File: config.mk
export PLATFORM = sky130hd
export DESIGN_NAME = alu_arbiter
export DESIGN_NICKNAME = d
export VERILOG_FILES = /design/src/rtl/alu_arb_pkg.sv /design/src/rtl/alu_arbiter_alu.sv /design/src/rtl/alu_arbiter.sv
export SDC_FILE = /design/constraint.sdc
export NUM_CORES = 1
export LEC_CHECK = 0
export CORE_AREA = 2 2 113 115
export DETAILED_ROUTE_END_ITERATION = 6
export DIE_AREA = 0 0 115 117
export GPL_TIMING_DRIVEN = 0
export PLACE_DENSITY_LB_ADDON = 0.12
export SLEW_MARGIN = 20
export SYNTH_ARGS = -nofsm -noshare
export SYNTH_HDL_FRONTEND = slang
export SYNTH_HIERARCHICAL = 1
export SYNTH_SLANG_ARGS = --single-unit
File: constraint.sdc
create_clock -name clk_i -period 3.9 [get_ports clk_i]
set_input_delay 0.78 -clock clk_i [delete_from_list [all_inputs] [get_ports clk_i]]
set_output_delay 0.78 -clock clk_i [all_outputs]
set_load 0.02 [all_outputs]
File: src/rtl/alu_arb_pkg.sv
// Shared types and constants for the round-robin ALU arbiter.
package alu_arb_pkg;

  // Request opcodes; encodings above OP_SUB are illegal.
  typedef enum logic [2:0] {
    OP_ADD  = 3'b000,
    OP_AND  = 3'b001,
    OP_NOT  = 3'b010,
    OP_PASS = 3'b011,
    OP_SUB  = 3'b100
  } op_e;

  // Arbiter control states.
  typedef enum logic [1:0] {
    ST_IDLE = 2'b00,
    ST_EXEC = 2'b01,
    ST_DONE = 2'b10
  } state_e;

  // Function select codes of the four-function ALU.
  localparam logic [1:0] ALUK_ADD  = 2'b00;
  localparam logic [1:0] ALUK_AND  = 2'b01;
  localparam logic [1:0] ALUK_NOT  = 2'b10;
  localparam logic [1:0] ALUK_PASS = 2'b11;

  // SUB is built as ~B, then A + ~B, then +1.
  localparam logic [1:0] SUB_PASSES = 2'd3;

  function automatic logic op_is_legal(input logic [2:0] op);
    return (op <= OP_SUB);
  endfunction

endpackage

File: src/rtl/alu_arbiter_alu.sv
// 16-bit four-function ALU: ADD, AND, NOT(A), PASS(A).
module alu_arbiter_alu
  import alu_arb_pkg::*;
(
  input  logic [15:0] a_i,
  input  logic [15:0] b_i,
  input  logic [1:0]  aluk_i,
  output logic [15:0] out_o
);

  // Select the ALU function; arithmetic wraps modulo 2^16.
  always_comb begin
    out_o = 16'h0000;
    case (aluk_i)
      ALUK_ADD:  out_o = a_i + b_i;
      ALUK_AND:  out_o = a_i & b_i;
      ALUK_NOT:  out_o = ~a_i;
      ALUK_PASS: out_o = a_i;
      default:   out_o = 16'h0000;
    endcase
  end

endmodule

File: src/rtl/alu_arbiter.sv
// Two-requester round-robin front end sharing one four-function ALU.
module alu_arbiter
  import alu_arb_pkg::*;
(
  input  logic        clk_i,
  input  logic        rst_i,
  input  logic [1:0]  req_valid_i,
  output logic [1:0]  req_ready_o,
  input  logic [2:0]  req_op0_i,
  input  logic [2:0]  req_op1_i,
  input  logic [15:0] req_a0_i,
  input  logic [15:0] req_b0_i,
  input  logic [15:0] req_a1_i,
  input  logic [15:0] req_b1_i,
  output logic        resp_valid_o,
  input  logic        resp_ready_i,
  output logic [15:0] resp_data_o,
  output logic        resp_id_o,
  output logic        resp_err_o
);

  state_e      state_q;
  logic [2:0]  op_q;
  logic [15:0] a_q;
  logic        id_q;
  logic        last_q;
  logic [1:0]  pass_q;
  logic [15:0] alu_a_q;
  logic [15:0] alu_b_q;
  logic [1:0]  aluk_q;
  logic        resp_valid_q;
  logic [15:0] resp_data_q;
  logic        resp_id_q;
  logic        resp_err_q;

  logic [1:0]  grant_vec;
  logic        grant_id;
  logic [2:0]  sel_op;
  logic [15:0] sel_a;
  logic [15:0] sel_b;
  logic [15:0] alu_out;

  alu_arbiter_alu u_alu (
    .a_i    (alu_a_q),
    .b_i    (alu_b_q),
    .aluk_i (aluk_q),
    .out_o  (alu_out)
  );

  // Round-robin grant in IDLE: on contention favour the requester not served last.
  always_comb begin
    grant_vec = 2'b00;
    grant_id  = 1'b0;
    if (state_q == ST_IDLE) begin
      case (req_valid_i)
        2'b01: begin grant_vec = 2'b01; grant_id = 1'b0; end
        2'b10: begin grant_vec = 2'b10; grant_id = 1'b1; end
        2'b11: begin
          if (last_q) begin
            grant_vec = 2'b01;
            grant_id  = 1'b0;
          end else begin
            grant_vec = 2'b10;
            grant_id  = 1'b1;
          end
        end
        default: begin grant_vec = 2'b00; grant_id = 1'b0; end
      endcase
    end else begin
      grant_vec = 2'b00;
      grant_id  = 1'b0;
    end
  end

  // Route the granted requester's opcode and operands.
  always_comb begin
    if (grant_id) begin
      sel_op = req_op1_i;
      sel_a  = req_a1_i;
      sel_b  = req_b1_i;
    end else begin
      sel_op = req_op0_i;
      sel_a  = req_a0_i;
      sel_b  = req_b0_i;
    end
  end

  // Control FSM: accept, sequence the ALU passes, hold the response until taken.
  always_ff @(posedge clk_i or posedge rst_i) begin
    if (rst_i) begin
      state_q      <= ST_IDLE;
      op_q         <= 3'b000;
      a_q          <= 16'h0000;
      id_q         <= 1'b0;
      last_q       <= 1'b1;
      pass_q       <= 2'd0;
      alu_a_q      <= 16'h0000;
      alu_b_q      <= 16'h0000;
      aluk_q       <= ALUK_ADD;
      resp_valid_q <= 1'b0;
      resp_data_q  <= 16'h0000;
      resp_id_q    <= 1'b0;
      resp_err_q   <= 1'b0;
    end else begin
      case (state_q)
        ST_IDLE: begin
          if (grant_vec != 2'b00) begin
            state_q <= ST_EXEC;
            op_q    <= sel_op;
            a_q     <= sel_a;
            id_q    <= grant_id;
            last_q  <= grant_id;
            pass_q  <= 2'd0;
            case (sel_op)
              OP_ADD:  begin aluk_q <= ALUK_ADD;  alu_a_q <= sel_a; alu_b_q <= sel_b; end
              OP_AND:  begin aluk_q <= ALUK_AND;  alu_a_q <= sel_a; alu_b_q <= sel_b; end
              OP_NOT:  begin aluk_q <= ALUK_NOT;  alu_a_q <= sel_a; alu_b_q <= sel_b; end
              OP_PASS: begin aluk_q <= ALUK_PASS; alu_a_q <= sel_a; alu_b_q <= sel_b; end
              // First SUB pass inverts B, so B is steered onto the A port.
              OP_SUB:  begin aluk_q <= ALUK_NOT;  alu_a_q <= sel_b; alu_b_q <= sel_b; end
              default: begin aluk_q <= ALUK_PASS; alu_a_q <= 16'h0000; alu_b_q <= 16'h0000; end
            endcase
          end
        end
        ST_EXEC: begin
          if ((op_q == OP_SUB) && (pass_q != (SUB_PASSES - 2'd1))) begin
            // The ALU output acts as the accumulator between SUB passes.
            pass_q <= pass_q + 2'd1;
            aluk_q <= ALUK_ADD;
            if (pass_q == 2'd0) begin
              alu_a_q <= a_q;
              alu_b_q <= alu_out;
            end else begin
              alu_a_q <= alu_out;
              alu_b_q <= 16'h0001;
            end
          end else begin
            state_q      <= ST_DONE;
            pass_q       <= 2'd0;
            resp_valid_q <= 1'b1;
            resp_id_q    <= id_q;
            resp_err_q   <= ~op_is_legal(op_q);
            resp_data_q  <= op_is_legal(op_q) ? alu_out : 16'h0000;
          end
        end
        ST_DONE: begin
          if (resp_ready_i) begin
            state_q      <= ST_IDLE;
            resp_valid_q <= 1'b0;
          end
        end
        default: begin
          state_q      <= ST_IDLE;
          resp_valid_q <= 1'b0;
        end
      endcase
    end
  end

  assign req_ready_o  = grant_vec;
  assign resp_valid_o = resp_valid_q;
  assign resp_data_o  = resp_data_q;
  assign resp_id_o    = resp_id_q;
  assign resp_err_o   = resp_err_q;

endmodule

After elaboration in Yosys (flattened, before gate mapping)
Cells that the tools add are included.

storage, ports and cells
  register bits = 78
  bits of input ports = 75
  logic and storage cells = 90

operators by class
  mux-type cells = 35
  reductions and logical operators = 16
  equal/unequal tests = 18
  magnitude comparators = 1
  bitwise operators = 5
  add/subtract/negate cells = 2

operators by type and width
  operator              count
  $mux W16              10
  $pmux W16 S2          3
  $pmux W16 S4          1
  $mux W2               9
  $pmux W2 S3           3
  $add A16 B16 Y16      1
  $and A16 B16 Y16      1
  $not A16 Y16          1
  $eq A2 B2 Y1 const B  5
  $reduce_and A3 Y1     3
  $ne A2 B2 Y1 const B  4
  $pmux W2 S2           2
  $eq A2 B1 Y1 const B  3
  $eq A3 B2 Y1 const B  2
  $eq A3 B3 Y1 const B  2
  $logic_not A2 Y1      3
  $reduce_and A2 Y1     3
  $reduce_or A5 Y1      1
  $mux W1               4
  $reduce_bool A2 Y1    2
  $reduce_or A4 Y1      1
  $eq A3 B1 Y1 const B  1
  $le A3 B3 Y1 const B  1
  $logic_not A3 Y1      1
  other kinds (8)       10

Logic depth before layout (Yosys ltp)
  depth after elaboration = 9
  mapped depth = 11

Modules after synthesis
Netlist, hierarchy kept.

by module, submodules not included
  module           cells each  sequential area each (sq um)  area each (sq um)  times used
  alu_arbiter      491         1,953.1                       4,586.9            1
  alu_arbiter_alu  186         0.0                           1,306.3            1

Worst setup path before layout
Ideal clock, no wire load.

  path kind = reg-to-reg
  from = register alu_a_q[4]
  to = register alu_a_q[12]
  arrival = 2,310 ps
  stages on the path, launching flop included = 11
  path slack = 1,461 ps
  buffers on the path = 0
  clock period less this slack = 2,439 ps
  cell sequence = dfrtp_1 > ha_1 > a21oi_2 > o211ai_2 > a21oi_2 > a31oi_1 > xor2_1 > a221o_1 > mux2i_1 > nor2_1 > a2111o_1

on the way
  word-level cells in the longest chain between the ends = 5

ends and longest elaborated chain
  element                 RTL line               source
  from (decl)             alu_arbiter.sv:28      logic [15:0] alu_a_q;
  from (signal assigned)  alu_arbiter.sv:131     alu_a_q <= a_q;
  from (signal assigned)  alu_arbiter.sv:134     alu_a_q <= alu_out;
  $add A16 B16 Y16        alu_arbiter_alu.sv:15  ALUK_ADD: out_o = a_i + b_i;
  $pmux W16 S4            alu_arbiter_alu.sv:14  case (aluk_i)
  via alu_out[12]         alu_arbiter.sv:41      logic [15:0] alu_out;
  $mux W16                alu_arbiter.sv:130     if (pass_q == 2'd0) begin
  $mux W16                alu_arbiter.sv:126     if ((op_q == OP_SUB) && (pass_q != (SUB_PASSES - 2'd1))) begin
  $pmux W16 S2            alu_arbiter.sv:105     case (state_q)

The timed path passes the listed nets, and every way through them passes these cells. The select of a mux whose other input is x is not followed.
A chain may end at the register's enable or synchronous reset.

Worst setup path in the final report
  from = input port req_valid_i[1]
  to = output port req_ready_o[1]

on the way
  word-level cells in the longest chain between the ends = 3
  elaborated cells on any way between the ends = 5
  classes of those cells = 3 x eq/ne; 2 x mux

ends and longest elaborated chain
  element                                       RTL line           source
  from (decl)                                   alu_arbiter.sv:7   input logic [1:0] req_valid_i,
  $eq A2 B2 Y1 or $eq A2 B1 Y1 (tied branches)  alu_arbiter.sv:55  case (req_valid_i)
  $pmux W2 S3 *                                 alu_arbiter.sv:55
  $mux W2 *                                     alu_arbiter.sv:54  if (state_q == ST_IDLE) begin
  to (decl)                                     alu_arbiter.sv:8   output logic [1:0] req_ready_o,

Mark *: on every way between the ends. The rest lies on a longest branch, timed or not.

==> impl_metrics.tcl <==
set metrics [dict create \
    ys.warnings.count 6 \
    gp_congestion 0.919 \
    remaining_drc_errors 0 \
    required_ns 3.12 \
    fin_crit_ns 3.65 \
    die_area_sq_um 13500 \
    min_path_type "flop to flop" \
    finalSetupViolCount 0 \
    clock-root-buffer "clkbuf_16" \
    r2r_end "alu_a_q[12]$_DFFE_PP0P_" \
    via_count 5656 \
    ys_async_sr_fraction_pct 100 \
    critPathLaunchType "primary input" \
    power_density_nw_per_um2 863 \
    avgSynthCellArea_sq_um 8.70 \
    ctsHoldBuffers 0 \
    worstMarginPinSlew_ns 0.649 \
    synth_edf_count 0 \
    grt-ovfl-total 0 \
    wire_per_inst_microns 18.8 \
    grt_setup_unrepaired "no" \
    dr.pass1.iters 5 \
    drive_gt1_share_pct 12.6 \
    numCtsBuffers 9 \
    synth_seq_area_share_pct 33.1 \
    ctsResizeCount 0 \
    cts_max_level 3 \
    cp.arrival_ns 2.87 \
    tns_ns 0 \
    area_growth_pct 24.8 \
    relSlewSlack_pct 56.0 \
    drt_iter0_drc 459 \
    nFillCells 1110 \
    post-route-period-util_pct 93.5 \
    maxSlewViolCount 0 \
    postRouteWirelength_microns 17600 \
    io_buffers 95 \
    total_power_w 0.00635 \
    postRouteAntennaNets 0 \
    die-height_microns 117 \
    clkTransAtPathRegs_ns 0.05 \
    skew_ns 0.00770 \
    critical_path.startpoint "req_valid_i[1]" \
    ctsLongestPathBuffers 2 \
    synth_ff_type "dfrtp_1" \
    syn_inst 677 \
    run_status "finished clean" \
    end_kind "output pin" \
    ys_types 77 \
    antenna_found_initial 0 \
    p_leak_nw 3.28 \
    synth_fp_nets 771 \
    core-area_sq_um 12300 \
    grt_pass1_wl_microns 28500 \
    critPathCapture "req_ready_o[1]" \
    num_io_pins 96 \
    initial_core_util_pct 47.9 \
    antenna_cells 0 \
    drv_cap 0 \
    reg2reg_depth 10 \
    rows 41 \
    viasPerCell 6.03 \
    cts_tree "yes" \
    hold_ws_ns 0.461 \
    cts.sinks 78 \
    grt_max_degree 60 \
    hpwl_microns 14200 \
    syn_area_sq_um 5890 \
    nNetsFinal 878 \
    r2r_slack_ns 1.02 \
    track_usage_pct 27.2 \
    synth-seq-cells 78 \
    rr_startpoint "alu_a_q[4]$_DFFE_PP0P_" \
    post_cts_buffers 0 \
    crit_fanout 10 \
    finalHoldViolations 0 \
    clock_latency_ns 0.33 \
    max_clock_freq_mhz 274 \
    vdd_drop_max_mv 0.265 \
    criticalPathCategory "primary input to output pin" \
    die_w_microns 115 \
    grt_pass1_vias 5500 \
]
==> Yosys cell counts, drive strengths merged (2+ instances only) <==
master	number	area, sq um
o31a	2	17.5
buf	37	236
nand2	110	429
or2	2	12.5
a32o	2	20.0
o21a	5	37.5
a21o	2	15.0
nand4	6	37.5
nand3b	8	60.1
dfrtp	77	1930
xnor2	6	52.6
nand2b	5	31.3
ha	19	238
o2111ai	5	43.8
nor2b	31	194
nor3	5	25.0
nor2	37	151
mux2i	59	591
o21bai	5	48.8
xor2	4	35.0
inv	15	61.3
a22o	2	17.5
nand3	52	265
clkbuf	12	45.0
a211oi	2	15.0
or3	3	18.8
o221a	13	146
o21ai	21	109
a2111o	3	33.8
a31oi	34	213
o211ai	17	196
a21oi	49	257
a21boi	2	26.3
==> stage by stage <==
step	util, %	area (sq um)	setup WS (ns)	std cells
2_1_floorplan	-	5890	1.13	677
3_3_place_gp	57.1	7030	-0.172	922
3_5_place_dp	57.4	7060	0.269	923
4_1_cts	59.7	7350	0.268	938
5_1_grt	59.7	7350	0.193	938
6_report	59.7	7350	0.254	938
==> worst max-delay path, stage by stage <==
cell and delay, ns:
clkdlybuf4s50_1 0.52, a21boi_4 0.38, nand2_8 0.14, inv_6 0.10
buf_8 0.15, buf_6 0.16, clkdlybuf4s50_1 0.61
==> logic make-up after synthesis <==
group / share of synthesized area, %
AND/OR/NAND/NOR: 22.2
multiplexers: 10.2
flip-flops: 33.1
AO/OA/AOI/OAI: 23.1
buffers and inverters: 5.82
adder cells (fa/ha/maj): 4.03
XOR/XNOR: 1.49
==> area by class of cell <==
class	instances	area (sq um)	share of cell area, %
clock buffers	11	243	3.30
plain buffers	49	282	3.83
repair buffers	96	978	13.3
inverters	15	63.8	0.868
flip-flops and latches	78	1950	26.6
multi-input cells	535	3600	48.9
clock inverters	4	47.5	0.647
well taps	150	188	2.55
==> placed cells by master (no fill, tap or decap), types with 3 or more instances in the layout <==
| cell | n |
|---|---|
| or3_1 | 3 |
| clkbuf_1 | 13 |
| o221a_2 | 13 |
| o21a_1 | 5 |
| ha_1 | 19 |
| clkdlybuf4s50_1 | 95 |
| o211ai_1 | 5 |
| nand3b_1 | 8 |
| a2111o_1 | 3 |
| o21ai_0 | 19 |
| o2111ai_1 | 5 |
| buf_1 | 3 |
| inv_1 | 12 |
| buf_6 | 4 |
| clkbuf_16 | 9 |
| dfrtp_1 | 77 |
| nand3_1 | 51 |
| a21oi_1 | 46 |
| xor2_1 | 4 |
| nor2_1 | 34 |
| o21bai_1 | 4 |
| nor3_1 | 5 |
| mux2i_1 | 59 |
| a21oi_2 | 3 |
| o211ai_2 | 11 |
| buf_2 | 26 |
| xnor2_1 | 6 |
| a31oi_1 | 34 |
| nand4_1 | 6 |
| nand2_1 | 109 |
| nand2b_1 | 5 |
| nor2b_1 | 31 |
==> worst min-delay path by stage <==
stage / depth (start not counted) / startpoint / to / slack [ns]
4_1_cts: 2 / resp_data_o[0]$_DFFE_PP0P_ / resp_data_o[0]$_DFFE_PP0P_ / 0.47
3_5_place_dp: 2 / resp_data_o[0]$_DFFE_PP0P_ / resp_data_o[0]$_DFFE_PP0P_ / 0.46
5_1_grt: 2 / resp_data_o[4]$_DFFE_PP0P_ / resp_data_o[4]$_DFFE_PP0P_ / 0.48
6_report: 2 / resp_data_o[0]$_DFFE_PP0P_ / resp_data_o[0]$_DFFE_PP0P_ / 0.46
3_3_place_gp: 2 / resp_data_o[5]$_DFFE_PP0P_ / resp_data_o[5]$_DFFE_PP0P_ / 0.45
2_1_floorplan: 2 / id_q$_DFFE_PP0P_ / resp_id_o$_DFFE_PP0P_ / 0.44
==> where the power goes <==
group          leakage, nW  internal, W  total (W)  switching [W]
clock                0.141     0.000508   0.000835       0.000328
sequential           0.948      0.00119    0.00151       0.000320
combinational         2.19      0.00164    0.00400        0.00236
total                 3.28      0.00334    0.00635        0.00301
==> metal layers <==
metal	GRT usage, %	wire, microns	share of wire, %	up-vias
li1	-	-	-	2697
met1	37.4	7760	44	2671
met2	43.6	8180	46	258
met3	4.63	1320	7.5	30
met4	9.64	331	1.9	0
met5	0	0	0	-
==> sequential cells by signal (all words and copies together), names as in the netlist <==
name,flops
alu_a_q,16
state_q,2
last_q,1
alu_b_q,16
resp_data_o,16
aluk_q,2
id_q,1
op_q,3
pass_q,2
a_q,16
resp_valid_o,1
resp_id_o,1
resp_err_o,1
No activity file was read; power rests on OpenSTA's default activity.
